--- src/rtl/mac_seq_pkg.sv ---
// mac_seq_pkg: shared state encoding, width defaults and index-width helper for the FIR sequencer
package mac_seq_pkg;
  typedef enum logic [1:0] {IDLE, ISSUE, WAIT, DONE} state_t;
  localparam int DW_DEF = 16;
  localparam int AW_DEF = 32;
  function automatic int tap_w(input int n);
    return n > 1 ? $clog2(n) : 1;
  endfunction
endpackage

--- src/rtl/fir_delay_line.sv ---
// fir_delay_line: NTAPS x DW circular sample buffer, newest sample at head
//   clk, reset : clock, synchronous active-high reset (clears head and all entries)
//   push, din  : write din at head+1 and advance head
//   rel, dout  : dout = x[head - rel mod NTAPS]
module fir_delay_line
  import mac_seq_pkg::*;
#(
  parameter int NTAPS = 8,
  parameter int DW = DW_DEF
) (
  input  logic                     clk,
  input  logic                     reset,
  input  logic                     push,
  input  logic [DW-1:0]            din,
  input  logic [tap_w(NTAPS)-1:0]  rel,
  output logic [DW-1:0]            dout
);
  localparam int TW = tap_w(NTAPS);
  localparam logic [TW:0] N = (TW+1)'(NTAPS);
  logic [DW-1:0] mem [NTAPS];
  logic [TW-1:0] head, wr, rd;
  logic [TW:0] sum;
  // head + NTAPS - rel lies in [1, 2*NTAPS-1], so one conditional subtract wraps it for any NTAPS
  always_comb begin
    wr = head == TW'(NTAPS-1) ? '0 : head + 1'b1;
    sum = {1'b0, head} + N - {1'b0, rel};
    rd = TW'(sum >= N ? sum - N : sum);
    dout = mem[rd];
  end
  always_ff @(posedge clk) begin
    if (reset) begin
      head <= '0;
      for (int i = 0; i < NTAPS; i++) mem[i] <= '0;
    end else if (push) begin
      mem[wr] <= din;
      head <= wr;
    end
  end
endmodule

--- src/rtl/mac_fir_sequencer.sv ---
// mac_fir_sequencer: direct-form FIR that time-multiplexes one external A*B+C MAC over NTAPS taps
//   clk, reset                  : clock, synchronous active-high reset
//   s_valid/s_ready/s_data      : input sample stream (accepted only in IDLE)
//   coef_we/coef_addr/coef_data : coefficient write port (honoured only in IDLE)
//   mac_a/mac_b/mac_c           : MAC operands (sample, coefficient, running sum), 0 when idle
//   mac_result                  : MAC output, valid MAC_LATENCY cycles after operands are driven
//   m_valid/m_ready/m_data      : filter output stream, held until handshake
//   busy                        : high whenever not IDLE
module mac_fir_sequencer
  import mac_seq_pkg::*;
#(
  parameter int NTAPS = 8,
  parameter int MAC_LATENCY = 2,
  parameter int DW = DW_DEF,
  parameter int AW = AW_DEF
) (
  input  logic                       clk,
  input  logic                       reset,
  input  logic                       s_valid,
  output logic                       s_ready,
  input  logic [DW-1:0]              s_data,
  input  logic                       coef_we,
  input  logic [$clog2(NTAPS)-1:0]   coef_addr,
  input  logic [DW-1:0]              coef_data,
  output logic [DW-1:0]              mac_a,
  output logic [DW-1:0]              mac_b,
  output logic [AW-1:0]              mac_c,
  input  logic [AW-1:0]              mac_result,
  output logic                       m_valid,
  input  logic                       m_ready,
  output logic [AW-1:0]              m_data,
  output logic                       busy
);
  localparam int TW = tap_w(NTAPS);
  localparam int WW = tap_w(MAC_LATENCY + 1);
  localparam logic [TW-1:0] LAST_TAP = TW'(NTAPS - 1);
  localparam logic [WW-1:0] LAST_WAIT = WW'(MAC_LATENCY - 1);
  state_t state, state_nx;
  logic [TW-1:0] tap;
  logic [WW-1:0] wcnt;
  logic [AW-1:0] acc;
  logic [DW-1:0] coef [NTAPS];
  logic [DW-1:0] x_tap;
  logic accept, wait_done, active;
  assign accept = state == IDLE && s_valid;
  assign wait_done = state == WAIT && wcnt == LAST_WAIT;
  fir_delay_line #(.NTAPS(NTAPS), .DW(DW)) u_dl (
    .clk  (clk),
    .reset(reset),
    .push (accept),
    .din  (s_data),
    .rel  (tap),
    .dout (x_tap)
  );
  always_ff @(posedge clk) state <= reset ? IDLE : state_nx;
  always_comb begin
    state_nx = state;
    case (state)
      IDLE:    state_nx = s_valid ? ISSUE : IDLE;
      ISSUE:   state_nx = WAIT;
      WAIT:    state_nx = !wait_done ? WAIT : tap == LAST_TAP ? DONE : ISSUE;
      DONE:    state_nx = m_ready ? IDLE : DONE;
      default: state_nx = IDLE;
    endcase
  end
  // operands come straight from tap/acc, which stay frozen through ISSUE and WAIT
  always_comb begin
    active = state == ISSUE || state == WAIT;
    s_ready = state == IDLE;
    busy = state != IDLE;
    mac_a = active ? x_tap : '0;
    mac_b = active ? coef[tap] : '0;
    mac_c = active ? acc : '0;
  end
  always_ff @(posedge clk) begin
    if (reset) begin
      tap <= '0;
      wcnt <= '0;
      acc <= '0;
      m_valid <= 1'b0;
      m_data <= '0;
      for (int i = 0; i < NTAPS; i++) coef[i] <= '0;
    end else begin
      if (state == IDLE && coef_we) coef[coef_addr] <= coef_data;
      if (accept) begin
        tap <= '0;
        acc <= '0;
      end
      wcnt <= state == WAIT ? wcnt + 1'b1 : '0;
      if (wait_done) begin
        acc <= mac_result;
        if (tap != LAST_TAP) tap <= tap + 1'b1;
        else begin
          m_data <= mac_result;
          m_valid <= 1'b1;
        end
      end
      if (state == DONE && m_ready) m_valid <= 1'b0;
    end
  end
endmodule

--- config.mk ---
export PLATFORM = sky130hd
export DESIGN_NAME = mac_fir_sequencer
export DESIGN_NICKNAME = d
export VERILOG_FILES = /design/src/rtl/mac_seq_pkg.sv /design/src/rtl/fir_delay_line.sv /design/src/rtl/mac_fir_sequencer.sv
export SDC_FILE = /design/constraint.sdc
export NUM_CORES = 1
export LEC_CHECK = 0
export CELL_PAD_IN_SITES_DETAIL_PLACEMENT = 1
export CELL_PAD_IN_SITES_GLOBAL_PLACEMENT = 2
export CORE_AREA = 2 2 179 216
export DETAILED_ROUTE_END_ITERATION = 7
export DIE_AREA = 0 0 181 218
export GPL_ROUTABILITY_DRIVEN = 0
export HOLD_SLACK_MARGIN = 0.1
export PLACE_DENSITY = 0.9
export SETUP_SLACK_MARGIN = 0.5
export SYNTH_ARGS = -nofsm -noshare
export SYNTH_HDL_FRONTEND = slang
export SYNTH_SLANG_ARGS = --single-unit
--- constraint.sdc ---
create_clock -name clk -period 4.17 [get_ports clk]
set_input_delay 0.834 -clock clk [delete_from_list [all_inputs] [get_ports clk]]
set_output_delay 0.834 -clock clk [all_outputs]
set_load 0.1 [all_outputs]
==> results.toml <==
[final_layout]
layout_commonest_cell = "and2_1"
final_cell_mix = "and2_1 (289), edfxtp_1 (256), clkdlybuf4s50_1 (104)"
post-route-util_pct = 50.3
layout.nets = 1341
fin_area_sq_um = 18900
stdcell_count = 1766
post_route_cells_drive_above_1_share_pct = 23.3
syn_to_final_growth_pct = 27.2

[logic_synthesis]
post-synth-top-area-cell = "edfxtp_1"
synth_area_leaders = "edfxtp_1 (52%), and2_1 (12%), dfxtp_1 (10%)"
synth_enable_flop_cells = 256
ys_seq_elements = 331
synthesis.area_sq_um = 14800
synthFlopType = "edfxtp_1"
synthCells = 1071
syn_nets = 1155
ys_warn_count = 0
yosys.area.top_type_share_pct = 51.9
yosysUniqueCellTypes = 38
avgSynthCellArea_sq_um = 13.8
async_flop_share_pct = 0
ys_seq_area_share_pct = 62.0

[worst_setup_path]
critical_path_arrival_ps = 2960
cp_common_cell = "buf_12"
max_stage_delay_ps = 540
crit_family = "multiplexers"
reg2reg_to = "u_dl.mem[3][15]$_SDFFCE_PN0P_"
path_buf_inv = 6
end_kind = "output pin"
path_cells = "inv_2 > ha_4 > inv_2 > fa_2 > buf_12 > buf_12 > buf_12 > mux4_2 > mux2i_2 > nor2b_4 > buf_12"
start_kind = "register"
slowest_stage = "fa_2"
path_class = "register to output pin"
rrSetupSlack_ps = 1330
r2r-start = "u_dl.head[0]$_SDFFE_PP0P_"
reg2reg_depth = 7
worstPathRequired_ps = 3340
crit_fanout = 7

[status]
outcome = "finished, final reports clean"

[detailed_routing]
vias_per_cell = 5.27
drtIter0Drc = 527
first_pass_iters = 5
routed_wirelength_mm = 40.6
wl_per_cell_microns = 23.0
vias = 9306
drt.antenna.violating_nets = 0
drcViolationCount = 0

[hold_path]
hold_depth = 1
hold_start = "wcnt[0]$_SDFF_PP0_"
min_to = "wcnt[0]$_SDFF_PP0_"
hold_path.class = "register to register"

[timing]
hold_slack_ps = 421
period_needed_ps = 3800
fmax_mhz = 263
finClkSkew_ps = 26.0
finalHoldViolCount = 0
worst_slew_pin_slew_ps = 1080
final-max-slew-violation-count = 0
rsz0062_at_grt = "true"
setup_viol = 0
period_share_pct = 91.1
finalSetupTns_ps = 0
relSlewSlack_pct = 28.0

[die]
initial_core_util_pct = 39.5
core-area_sq_um = 37500
io_pins = 171
num_rows = 78
die_area_sq_um = 39500
die_w_microns = 181
die_y_microns = 218

[clock_tree]
clock_sinks = 331
insertion_delay_ps = 530
cts-root-buf = "clkbuf_16"
tritoncts = "built"
h-tree-depth = 2
clockBufferDepth = 3
cts.reportedPaths.clkPinSlew_ps = 50
cts_buffers = 37

[grt]
grt_pass1_wl_mm = 61.4
grt_max_degree = 87
grtUsageTotal_pct = 20.6
grt_pass1_vias = 10200
overflow = 0
antenna_found_initial = 4

[power_and_ir_drop]
p_per_area_nw_per_um2 = 463
leakagePower_nw = 6.83
irDropWorstVdd_uv = 377

[placement]
numPortBuffers = 170
detailed_place_hpwl_mm = 24.7
place_inst = 1684
dpl_cell_area_sq_um = 17200

[flow_run]
drv_cap = 0
-- flip-flops by register name (all words and copies together) (netlist names) --
register / flops
acc: 32
m_data: 32
tap: 3
state: 2
coef: 128
m_valid: 1
wcnt: 2
u_dl.mem: 128
u_dl.head: 3
-- stage by stage --
step | power (mW) | worst slack, ps
after floorplan | 4.70 | 537
after detailed placement | 5.20 | 457
final | 8.74 | 371
after global routing | 8.99 | 295
after CTS | 8.79 | 296
after global placement | 5.17 | 577
-- synth_stat cells (2+ instances only) --
cell type / n
nor3_1: 2
nand3b_1: 6
a22oi_1: 33
buf_1: 3
or2_2: 18
nand3_1: 5
nand2_1: 67
nor2_2: 2
nor2b_1: 34
nor4_4: 2
o21ai_0: 2
edfxtp_1: 256
and2_1: 289
clkbuf_1: 43
nand2b_1: 2
ha_1: 11
nor4b_4: 4
nor3_2: 2
a21oi_1: 36
nor2_1: 42
mux2i_1: 33
buf_2: 14
dfxtp_1: 75
inv_1: 8
buf_4: 5
nor3_4: 2
mux4_2: 64
-- worst max-delay path by stage --
stage,from,end,depth (start not counted)
final,u_dl.head[0]$_SDFFE_PP0P_,mac_a[3],11
after global routing,u_dl.head[0]$_SDFFE_PP0P_,mac_a[3],11
after CTS,u_dl.head[0]$_SDFFE_PP0P_,mac_a[2],11
after detailed placement,u_dl.head[0]$_SDFFE_PP0P_,mac_a[4],9
after global placement,u_dl.head[0]$_SDFFE_PP0P_,mac_a[0],9
after floorplan,tap[1]$_SDFF_PP0_,mac_a[1],9
-- layout make-up --
type / instances / area [sq um]
Antenna cell: 3 / 7.51
Timing Repair Buffer: 213 / 2150
Sequential cell: 331 / 9190
Clock inverter: 18 / 287
Fill cell: 3727 / 18600
Tap cell: 480 / 601
Inverter: 8 / 30.0
Clock buffer: 47 / 1010
Multi-Input combinational cell: 666 / 5580
-- where the power goes --
group          internal (mW)  total (mW)  switching, mW
Sequential              3.69        3.73         0.0469
Clock                   2.16        3.51           1.35
Combinational          0.553        1.49          0.938
Total                   6.40        8.74           2.33
-- layer usage --
layer  global-route usage [%]  wire [microns]  vias up
met5                        0              16        -
met4                     8.94            1510        2
met3                     2.81            1630       93
met2                     38.8           21900      260
met1                     23.4           15600     4737
li1                         -               -     4214
-- cells by family after synthesis --
family / synth area share (%)
buffers and inverters: 2.17
AND/OR/NAND/NOR: 19.6
flip-flops: 62.0
adder cells (fa/ha/maj): 1.06
multiplexers: 12.0
XOR/XNOR: 0.152
AO/OA/AOI/OAI: 3.07
-- repair_timing --
item                       CTS  global route
setup endpoints to repair   16            16
buffers inserted            11             2
hold buffers                 0             0
pin swaps                    1             1
gates resized for setup     27             7
gates cloned                 1             0
Power figures use the tool's default switching activity.
